--- config.mk ---
export PLATFORM = sky130hd
export DESIGN_NAME = sram_write_cmd_gen
export DESIGN_NICKNAME = d
export VERILOG_FILES = /design/src/rtl/sram_write_cmd_gen.sv
export SDC_FILE = /design/constraint.sdc
export NUM_CORES = 1
export LEC_CHECK = 0
export CORE_ASPECT_RATIO = 1.5
export CORE_MARGIN = 3
export CORE_UTILIZATION = 51
export CTS_CLUSTER_SIZE = 14
export DETAILED_ROUTE_END_ITERATION = 10
export HOLD_SLACK_MARGIN = 0.02
export PLACE_DENSITY = 0.78
export SETUP_SLACK_MARGIN = 0.02
export SYNTH_ARGS = -nofsm -noshare
export SYNTH_HDL_FRONTEND = slang
export SYNTH_SLANG_ARGS = --single-unit
--- constraint.sdc ---
create_clock -name i_clk -period 5.4 [get_ports i_clk]
set_clock_uncertainty 0.05 [all_clocks]
set_input_delay 1.08 -clock i_clk [delete_from_list [all_inputs] [get_ports i_clk]]
set_output_delay 1.08 -clock i_clk [all_outputs]
set_load 0.03 [all_outputs]
--- src/rtl/sram_write_cmd_gen.sv ---
// ============================================================================
// sram_write_cmd_gen : turns one fill request into DRAM line reads and
// pad / linear commands for the SRAM write collector.   Rev 1.0
// ============================================================================
`default_nettype none

module sram_write_cmd_gen #(
  parameter int GBW   = 32,
  parameter int LBW   = 15,
  parameter int CSIZE = 32,
  parameter int VSIZE = 32,
  localparam int CC_BW  = $clog2(CSIZE),
  localparam int CV_BW1 = $clog2(VSIZE + 1),
  localparam int LW     = LBW + 1
) (
  input  logic              i_clk,
  input  logic              i_rst,
  input  logic              i_req_rdy,
  output logic              o_req_ack,
  input  logic              i_which,
  input  logic [GBW-1:0]    i_addr,
  input  logic [LW-1:0]     i_len,
  input  logic [LW-1:0]     i_padf,
  input  logic [LW-1:0]     i_padb,
  output logic              o_dramra_rdy,
  input  logic              i_dramra_ack,
  output logic [GBW-CC_BW-1:0] o_dramra,
  output logic              o_cmd_rdy,
  input  logic              i_cmd_ack,
  output logic              o_which,
  output logic [1:0]        o_cmd_type,
  output logic              o_cmd_islast,
  output logic [CC_BW-1:0]  o_cmd_addrofs,
  output logic [CV_BW1-1:0] o_cmd_len
);

  typedef enum logic [1:0] {
    S_IDLE = 2'd0,
    S_PADF = 2'd1,
    S_LINE = 2'd2,
    S_PADB = 2'd3
  } state_t;

  localparam logic [LW-1:0]    c_VSIZE = LW'(VSIZE);
  localparam logic [CC_BW:0]   c_CSIZE = (CC_BW + 1)'(CSIZE);

  state_t              r_state, w_nxt;
  logic                r_which;
  logic [GBW-1:0]      r_cur;
  logic [LW-1:0]       r_padf, r_len, r_padb;
  logic                r_first;

  logic                r_cmd_rdy, r_cmd_last, r_cmd_which, r_dramra_rdy;
  logic [1:0]          r_cmd_type;
  logic [CC_BW-1:0]    r_cmd_ofs;
  logic [CV_BW1-1:0]   r_cmd_len;
  logic [GBW-CC_BW-1:0] r_dramra;

  logic [CC_BW-1:0]    w_ofs;
  logic [CC_BW:0]      w_room;
  logic [LW-1:0]       w_rem, w_vmin, w_lmin;
  logic                w_line_last, w_new_line, w_slot, w_dslot;
  logic                w_load, w_ld_last, w_ld_dram;
  logic [1:0]          w_ld_type;
  logic [LW-1:0]       w_ld_len;
  logic [CC_BW-1:0]    w_ld_ofs;

  assign w_ofs   = r_cur[CC_BW-1:0];
  assign w_room  = c_CSIZE - {1'b0, w_ofs};
  assign w_slot  = !r_cmd_rdy || i_cmd_ack;
  assign w_dslot = !r_dramra_rdy || i_dramra_ack;

  always_comb begin
    w_rem = r_padb;
    case (r_state)
      S_PADF:  w_rem = r_padf;
      S_LINE:  w_rem = r_len;
      default: w_rem = r_padb;
    endcase
  end

  assign w_vmin      = (w_rem < c_VSIZE) ? w_rem : c_VSIZE;
  assign w_lmin      = (w_vmin < LW'(w_room)) ? w_vmin : LW'(w_room);
  assign w_line_last = (({1'b0, w_ofs} + w_lmin[CC_BW:0]) == c_CSIZE) || (w_lmin == w_rem);
  // A line fetch goes out with the first linear command and at every line start.
  assign w_new_line  = r_first || (w_ofs == '0);

  always_comb begin
    w_nxt     = r_state;
    o_req_ack = 1'b0;
    w_load    = 1'b0;
    w_ld_type = 2'd2;
    w_ld_len  = w_vmin;
    w_ld_ofs  = '0;
    w_ld_last = 1'b0;
    w_ld_dram = 1'b0;
    case (r_state)
      S_IDLE: begin
        o_req_ack = i_req_rdy;
        if (i_req_rdy) begin
          if (i_padf != '0)      w_nxt = S_PADF;
          else if (i_len != '0)  w_nxt = S_LINE;
          else if (i_padb != '0) w_nxt = S_PADB;
        end
      end
      S_PADF: begin
        if (w_slot) begin
          w_load = 1'b1;
          if (w_vmin == w_rem) begin
            if (r_len != '0)       w_nxt = S_LINE;
            else if (r_padb != '0) w_nxt = S_PADB;
            else                   w_nxt = S_IDLE;
          end
        end
      end
      S_LINE: begin
        if (w_slot && (!w_new_line || w_dslot)) begin
          w_load    = 1'b1;
          w_ld_type = 2'd0;
          w_ld_len  = w_lmin;
          w_ld_ofs  = w_ofs;
          w_ld_last = w_line_last;
          w_ld_dram = w_new_line;
          if (w_lmin == w_rem) w_nxt = (r_padb != '0) ? S_PADB : S_IDLE;
        end
      end
      default: begin
        if (w_slot) begin
          w_load = 1'b1;
          if (w_vmin == w_rem) w_nxt = S_IDLE;
        end
      end
    endcase
  end

  always_ff @(posedge i_clk or negedge i_rst) begin
    if (!i_rst) r_state <= S_IDLE;
    else        r_state <= w_nxt;
  end

  always_ff @(posedge i_clk or negedge i_rst) begin
    if (!i_rst) begin
      r_which      <= 1'b0;
      r_cur        <= '0;
      r_padf       <= '0;
      r_len        <= '0;
      r_padb       <= '0;
      r_first      <= 1'b0;
      r_cmd_rdy    <= 1'b0;
      r_cmd_type   <= 2'd0;
      r_cmd_ofs    <= '0;
      r_cmd_len    <= '0;
      r_cmd_last   <= 1'b0;
      r_cmd_which  <= 1'b0;
      r_dramra_rdy <= 1'b0;
      r_dramra     <= '0;
    end else begin
      if (r_cmd_rdy && i_cmd_ack)       r_cmd_rdy    <= 1'b0;
      if (r_dramra_rdy && i_dramra_ack) r_dramra_rdy <= 1'b0;
      if (r_state == S_IDLE && i_req_rdy) begin
        r_which <= i_which;
        r_cur   <= i_addr;
        r_padf  <= i_padf;
        r_len   <= i_len;
        r_padb  <= i_padb;
        r_first <= 1'b1;
      end
      if (w_load) begin
        r_cmd_rdy   <= 1'b1;
        r_cmd_type  <= w_ld_type;
        r_cmd_ofs   <= w_ld_ofs;
        r_cmd_len   <= w_ld_len[CV_BW1-1:0];
        r_cmd_last  <= w_ld_last;
        r_cmd_which <= r_which;
        case (r_state)
          S_PADF: r_padf <= r_padf - w_ld_len;
          S_LINE: begin
            r_len   <= r_len - w_ld_len;
            r_cur   <= r_cur + GBW'(w_ld_len);
            r_first <= 1'b0;
          end
          default: r_padb <= r_padb - w_ld_len;
        endcase
      end
      if (w_load && w_ld_dram) begin
        r_dramra_rdy <= 1'b1;
        r_dramra     <= r_cur[GBW-1:CC_BW];
      end
    end
  end

  assign o_cmd_rdy     = r_cmd_rdy;
  assign o_cmd_type    = r_cmd_type;
  assign o_cmd_addrofs = r_cmd_ofs;
  assign o_cmd_len     = r_cmd_len;
  assign o_cmd_islast  = r_cmd_last;
  assign o_which       = r_cmd_which;
  assign o_dramra_rdy  = r_dramra_rdy;
  assign o_dramra      = r_dramra;

endmodule

`default_nettype wire

# ---- After elaboration in Yosys (flattened, before gate mapping)
# Index checks and enable logic that the tools add are counted.
dict set report op_classes {
  n_addsub 6
  n_lt_le_gt_ge 2
  n_eq_ne 11
  mux 49
  n_reduce_logical 26
}
# cell count
set op_table {}
lappend op_table {{16-bit 2-to-1 mux} 13}
lappend op_table {{32-bit 2-to-1 mux} 3}
lappend op_table {{16-bit nonzero test} 5}
lappend op_table {{16-bit subtractor} 3}
lappend op_table {{32-bit by 16-bit adder with 32-bit output} 1}
lappend op_table {{16-bit == test} 2}
lappend op_table {{16-bit case mux with 2 select lines} 1}
lappend op_table {{2-bit 2-to-1 mux} 14}
lappend op_table {{16-bit by 6-bit < comparator with 1-bit output} 1}
lappend op_table {{16-bit by 6-bit < comparator with 1-bit output (second input constant)} 1}
lappend op_table {{1-bit 2-to-1 mux} 14}
lappend op_table {{5-bit 2-to-1 mux} 2}
lappend op_table {{2-bit inequality test (second input constant)} 5}
lappend op_table {{8-bit AND reduction} 1}
lappend op_table {{5-bit by 6-bit adder with 6-bit output} 1}
lappend op_table {{6-bit == test (second input constant)} 1}
lappend op_table {{2-bit case mux with 3 select lines} 1}
lappend op_table {{3-bit nonzero test} 2}
lappend op_table {{6-bit by 5-bit subtractor with 6-bit output (first input constant)} 1}
lappend op_table {{1-bit logical AND} 5}
lappend op_table {{5-bit zero test} 1}
lappend op_table {{1-bit logical OR} 5}
lappend op_table {{4-bit inequality test (second input constant)} 1}
lappend op_table {{2-bit nonzero test} 2}
lappend op_table {{other kinds (6)} 8}
dict set report totals {
  ff_bits 128
  in_bits 86
  out_inout_bits 45
  word_cells 109
}

# ---- Longest topological paths before layout
dict set report depth {
  word_depth 11
  mapped_depth 27
  depth_no_buf 25
}

# ---- Least setup slack after synthesis
# Ideal clock, no wire load.
dict set report synth_path {
  path_type {reg-to-reg}
  start {reg r_padf[9]}
  end {reg r_len[13]}
  setup_time_ns 0.120
  arrival_time_ns 5.318
  t_required_ns 5.230
  setup_slack_ns -0.088
  stages_incl_launch_ff 24
  n_path_buf 2
  period_less_slack_ns 5.488
  path_cell_list {dfrtp_1 or4_4 o41ai_2 a31oi_1 nand2b_1 clkbuf_1 ha_1 a211oi_1 nand2_1 a211oi_1 o21ai_1 nand3_1 buf_2 nor2_1 a21oi_1 ha_1 nor2b_1 o31a_1 o22a_1 a41o_1 o41ai_1 nor2b_1 or3_1 a31o_2}
}
dict set report synth_between {
  elab_chain_cells 10
}
# element line
set synth_lines {}
lappend synth_lines {{start: declaration} 50} ;# logic [LW-1:0] r_padf, r_len, r_padb;
lappend synth_lines {{start signal: assignment} 163} ;# r_padf <= i_padf;
lappend synth_lines {{start signal: assignment} 176} ;# S_PADF: r_padf <= r_padf - w_ld_len;
lappend synth_lines {{16-bit case mux with 2 select lines (*)} 75} ;# case (r_state)
lappend synth_lines {{16-bit by 6-bit < comparator with 1-bit output} 82} ;# assign w_vmin = (w_rem < c_VSIZE) ? w_rem : c_VSIZE;
lappend synth_lines {{16-bit 2-to-1 mux (*)} 82}
lappend synth_lines {{16-bit by 6-bit < comparator with 1-bit output} 83} ;# assign w_lmin = (w_vmin < LW'(w_room)) ? w_vmin : LW'(w_room);
lappend synth_lines {{16-bit 2-to-1 mux} 83}
lappend synth_lines {{16-bit 2-to-1 mux} 117} ;# if (w_slot && (!w_new_line || w_dslot)) begin
lappend synth_lines {{16-bit 2-to-1 mux (*)} 97} ;# case (r_state)
lappend synth_lines {{16-bit subtractor (*)} 178} ;# r_len <= r_len - w_ld_len;
lappend synth_lines {{16-bit 2-to-1 mux (*)} 175} ;# case (r_state)
lappend synth_lines {{16-bit 2-to-1 mux (*)} 168} ;# if (w_load) begin
lappend synth_lines {{end signal: assignment} 164} ;# r_len <= i_len;
lappend synth_lines {{end signal: assignment} 178}
lappend synth_lines {{end: declaration} 50}
# Mark *: on every way between the ends. The rest lies on a longest branch, timed or not.
# A chain may end at the register's enable or synchronous reset.

# ---- Worst setup path in the final report
dict set report layout_path {
  start {reg r_padf[12]}
  end {reg r_len[13]}
}
# Same word-level chain as after synthesis.

==> impl_metrics.xml <==
<?xml version="1.0" encoding="UTF-8"?>
<metrics>
  <group name="detailed_routing">
    <metric name="dr.first_iter.drc_count" unit="">783</metric>
    <metric name="vias" unit="">9730</metric>
    <metric name="average_detailed_routed_wire_length_per_instance" unit="um">17.8</metric>
    <metric name="topRoutingLayerUsed" unit="">met4</metric>
    <metric name="via_per_inst" unit="">6.00</metric>
    <metric name="drc" unit="">0</metric>
    <metric name="met3WireLength" unit="mm">1.34</metric>
    <metric name="drt_pass1_iterations" unit="">5</metric>
    <metric name="postRouteWirelength" unit="mm">28.9</metric>
    <metric name="m1_wire_length" unit="mm">10.8</metric>
    <metric name="drtAntennaViolNets" unit="">0</metric>
    <metric name="met2_length" unit="mm">15.4</metric>
  </group>
  <group name="yosys">
    <metric name="flip_flop_and_latch_count_after_synthesis" unit="">127</metric>
    <metric name="ys_async_sr_fraction" unit="%">100</metric>
    <metric name="post_synth_and_or_nand_nor_area_fraction" unit="%">22.6</metric>
    <metric name="netlist.top_cell.by_area" unit="">sky130_fd_sc_hd__dfrtp_1</metric>
    <metric name="post_synth_mux_area_share" unit="%">4.67</metric>
    <metric name="yosysWarnings" unit="">0</metric>
    <metric name="yosysMostFrequentCell" unit="">sky130_fd_sc_hd__nand2_1</metric>
    <metric name="most_frequently_used_flop_master_after_synthesis" unit="">sky130_fd_sc_hd__dfrtp_1</metric>
    <metric name="synthTopCellsByArea" unit="">sky130_fd_sc_hd__dfrtp_1 (34%), sky130_fd_sc_hd__ha_1 (10%), sky130_fd_sc_hd__nand2_1 (7.6%)</metric>
    <metric name="post_synth_num_cell_types" unit="">67</metric>
    <metric name="post_synth_fa_ha_maj_area_fraction" unit="%">11.3</metric>
    <metric name="post_synth.cell_area_avg" unit="um2">8.36</metric>
    <metric name="synth.top_cells.by_count" unit="">sky130_fd_sc_hd__nand2_1 (190), sky130_fd_sc_hd__dfrtp_1 (127), sky130_fd_sc_hd__nor2_1 (93), sky130_fd_sc_hd__ha_1 (77), sky130_fd_sc_hd__a21oi_1 (65)</metric>
    <metric name="syn-cell-area" unit="mm2">0.00943</metric>
    <metric name="seq_total_area_yosys" unit="%">33.7</metric>
    <metric name="number_of_enable_type_register_cells_in_the_synthesized_netlist" unit="">0</metric>
    <metric name="syn-instance-count" unit="">1128</metric>
    <metric name="synth_top_family_by_area" unit="">simple AND/OR/NAND/NOR gates</metric>
    <metric name="synth_compound_area_share" unit="%">19.8</metric>
    <metric name="post_synth_xor_area_fraction" unit="%">4.46</metric>
    <metric name="synth_top_area_share" unit="%">33.7</metric>
  </group>
  <group name="grt">
    <metric name="grt_antenna_before_repair" unit="">0</metric>
    <metric name="all_layer_global_routing_usage" unit="%">28.2</metric>
    <metric name="via_count_of_the_first_global_routing_pass" unit="">9667</metric>
    <metric name="grt_overflow_total" unit="">0</metric>
    <metric name="grt_first_pass_wirelength" unit="mm">45.8</metric>
    <metric name="grt_start_max_net_pins" unit="">128</metric>
  </group>
  <group name="setup_path">
    <metric name="largest_fanout_of_any_net_on_the_critical_path" unit="">6</metric>
    <metric name="setup.reg_to_reg.worst_slack" unit="ns">0.08</metric>
    <metric name="worst_path_max_delay_cell" unit="">sky130_fd_sc_hd__or4_4</metric>
    <metric name="r2r-end" unit="">r_len[13]$_DFF_PN0_</metric>
    <metric name="setup.worst_path.start" unit="">r_padf[12]$_DFF_PN0_</metric>
    <metric name="worstSetupPathDepth" unit="">25</metric>
    <metric name="timing.critical_path.from_type" unit="">flop</metric>
    <metric name="r2r_cells" unit="">25</metric>
    <metric name="worstSetupPathType" unit="">flop to flop</metric>
    <metric name="crit_path_frequent_cell" unit="">sky130_fd_sc_hd__buf_4</metric>
    <metric name="r2r-start" unit="">r_padf[12]$_DFF_PN0_</metric>
    <metric name="crit_required" unit="ns">5.67</metric>
    <metric name="setup.worst_path.end" unit="">r_len[13]$_DFF_PN0_</metric>
    <metric name="critical_path.n_buffers_inverters" unit="">4</metric>
    <metric name="critPathArrivalTime" unit="ns">5.59</metric>
    <metric name="element_type_at_the_critical_path_end" unit="">flop</metric>
    <metric name="critical-path-max-stage-delay" unit="ns">0.57</metric>
    <metric name="crit_family" unit="">compound AO/OA/AOI/OAI gates</metric>
  </group>
  <group name="run">
    <metric name="maxCapViolCount" unit="">0</metric>
  </group>
  <group name="clocking">
    <metric name="cts-hold-fix-buffers" unit="">0</metric>
    <metric name="cts_made_buffers" unit="">17</metric>
    <metric name="cts.path.max_buffers" unit="">2</metric>
    <metric name="cts_tree" unit="">done</metric>
    <metric name="number_of_clock_sinks" unit="">127</metric>
    <metric name="worst_setup_hold_path_clk_slew" unit="ns">0.06</metric>
    <metric name="clk_latency" unit="ns">0.43</metric>
    <metric name="cts_htree_levels" unit="">4</metric>
    <metric name="clock_root_buffer_master" unit="">sky130_fd_sc_hd__clkbuf_16</metric>
  </group>
  <group name="floorplan">
    <metric name="initial_utilization" unit="%">52.4</metric>
    <metric name="placement_rows" unit="">60</metric>
    <metric name="die_h" unit="um">173</metric>
    <metric name="die_width" unit="um">117</metric>
    <metric name="io_pins" unit="">131</metric>
    <metric name="floorplan.die_area" unit="mm2">0.0202</metric>
    <metric name="core-area" unit="mm2">0.0180</metric>
  </group>
  <group name="timing">
    <metric name="max_freq" unit="MHz">188</metric>
    <metric name="timing.max_slew.rel_slack" unit="%">30.0</metric>
    <metric name="final_period_util" unit="%">98.6</metric>
    <metric name="rsz0062_at_grt" unit="">true</metric>
    <metric name="timing.final.crit_period" unit="ns">5.32</metric>
    <metric name="slew_violations" unit="">0</metric>
    <metric name="hold_viol_final" unit="">0</metric>
    <metric name="setup-tns-final" unit="ns">0</metric>
    <metric name="setup_violations" unit="">0</metric>
    <metric name="worst_slew_pin_slew" unit="ns">1.05</metric>
  </group>
  <group name="status">
    <metric name="outcome" unit="">finished, final reports clean</metric>
  </group>
  <group name="placed_design">
    <metric name="io_buffer_count" unit="">129</metric>
    <metric name="hpwlAfterDp" unit="mm">20.9</metric>
    <metric name="gp_congestion" unit="">0.987</metric>
    <metric name="placedInstanceArea" unit="mm2">0.0118</metric>
  </group>
  <group name="layout">
    <metric name="final_area" unit="mm2">0.0129</metric>
    <metric name="layout_cell_share_with_drive_strength_beyond_1" unit="%">18.1</metric>
    <metric name="utilization" unit="%">71.6</metric>
    <metric name="multi_input_area" unit="mm2">0.00638</metric>
    <metric name="area_growth" unit="%">36.8</metric>
    <metric name="insertedDiodeCount" unit="">0</metric>
    <metric name="n_fill_cell" unit="">1386</metric>
    <metric name="register_area" unit="mm2">0.00318</metric>
    <metric name="layout.nets" unit="">1560</metric>
  </group>
  <group name="worst_hold_path">
    <metric name="min_path_type" unit="">flop to flop</metric>
  </group>
</metrics>
-- worst register-to-register path: cells and delay by family, from the launching register on --
kind	cells	cell delay [ns]
DFF	1	0.39
buffers and inverters	4	0.62
and+or+nand+nor	8	1.59
adders and majority gates	2	0.38
AOI/OAI and AO/OA	11	2.16
-- layer usage --
layer / track usage [%] / vias up
li1: - / 4588
met1: 31.7 / 4674
met2: 50.5 / 361
met3: 4.10 / 107
met4: 14.1 / 0
met5: 0 / -
-- worst min path at each step --
| stage | endpoint | slack [ns] | startpoint | cells past startpoint |
|---|---|---|---|---|
| 3_3_place_gp | r_which$_DFFE_PN0P_ | 0.41 | r_which$_DFFE_PN0P_ | 2 |
| 2_1_floorplan | r_which$_DFFE_PN0P_ | 0.39 | r_which$_DFFE_PN0P_ | 2 |
| 4_1_cts | r_which$_DFFE_PN0P_ | 0.42 | r_which$_DFFE_PN0P_ | 2 |
| 5_1_grt | r_which$_DFFE_PN0P_ | 0.46 | r_which$_DFFE_PN0P_ | 2 |
| 3_5_place_dp | r_which$_DFFE_PN0P_ | 0.41 | r_which$_DFFE_PN0P_ | 2 |
| 6_report | r_which$_DFFE_PN0P_ | 0.43 | r_which$_DFFE_PN0P_ | 2 |
-- state kept, by name, indices dropped and copies added, names as in the netlist, 2 cells and up --
signal         cells
r_len             16
o_cmd_len          6
r_padf            16
r_state            2
r_padb            16
o_dramra          27
r_cur             32
o_cmd_addrofs      5
-- cell families (layout without fill, tap and decap cells) --
| logic type | count (synthesis) | in the layout |
|---|---|---|
| adder cells (fa/ha/maj) | 82 | 82 |
| other | 2 | 38 |
| AND/OR/NAND/NOR | 459 | 459 |
| AO/OA/AOI/OAI | 286 | 286 |
| buffers and inverters | 84 | 325 |
| multiplexers | 40 | 40 |
| XOR/XNOR | 48 | 48 |
| flip-flops | 127 | 127 |
-- cell usage in the layout, fill, tap and decap left out, types with 15 or more instances in the layout --
cell                                n
sky130_fd_sc_hd__inv_1             36
sky130_fd_sc_hd__and3_1            23
sky130_fd_sc_hd__xor2_1            17
sky130_fd_sc_hd__mux2_2            30
sky130_fd_sc_hd__nor3_1            20
sky130_fd_sc_hd__nand3_1           28
sky130_fd_sc_hd__o21ai_0           47
sky130_fd_sc_hd__nor4_1            22
sky130_fd_sc_hd__a31oi_1           42
sky130_fd_sc_hd__nand2b_1          17
sky130_fd_sc_hd__or3_1             15
sky130_fd_sc_hd__a21oi_1           57
sky130_fd_sc_hd__buf_4            123
sky130_fd_sc_hd__ha_1              72
sky130_fd_sc_hd__nand2_1          186
sky130_fd_sc_hd__nor2_1            88
sky130_fd_sc_hd__a211oi_1          17
sky130_fd_sc_hd__xnor2_1           31
sky130_fd_sc_hd__dfrtp_1          127
sky130_fd_sc_hd__clkdlybuf4s50_1  128
sky130_fd_sc_hd__conb_1            38
sky130_fd_sc_hd__clkbuf_16         17
-- layout make-up --
type	count	area share, %
clock buffers	20	3.62
clock inverters	12	1.58
inverters	37	1.08
multi-input cells	953	49.4
flip-flops and latches	127	24.6
well taps	217	2.10
repair buffers	256	17.6
-- metrics by stage --
step                cells  hold WS [ns]  setup slack (ns)
finish               1622         0.427            0.0768
global route         1622         0.464            -0.158
CTS                  1614         0.424            0.0254
detailed placement   1581         0.410            -0.313
global placement     1581         0.410            -0.210
floorplan            1164         0.390            0.0346
-- timing repair --
action                     in CTS  in global routing
setup buffers                   1                  7
gates cloned                    0                  1
resized for setup              14                 61
hold endpoints to repair        0                  0
setup endpoints to repair      38                 39
pin swaps                       2                 22
Power is left out: the tool's default activity adds up to more than one toggle a clock period on the data nets, which glitch-free logic cannot reach.
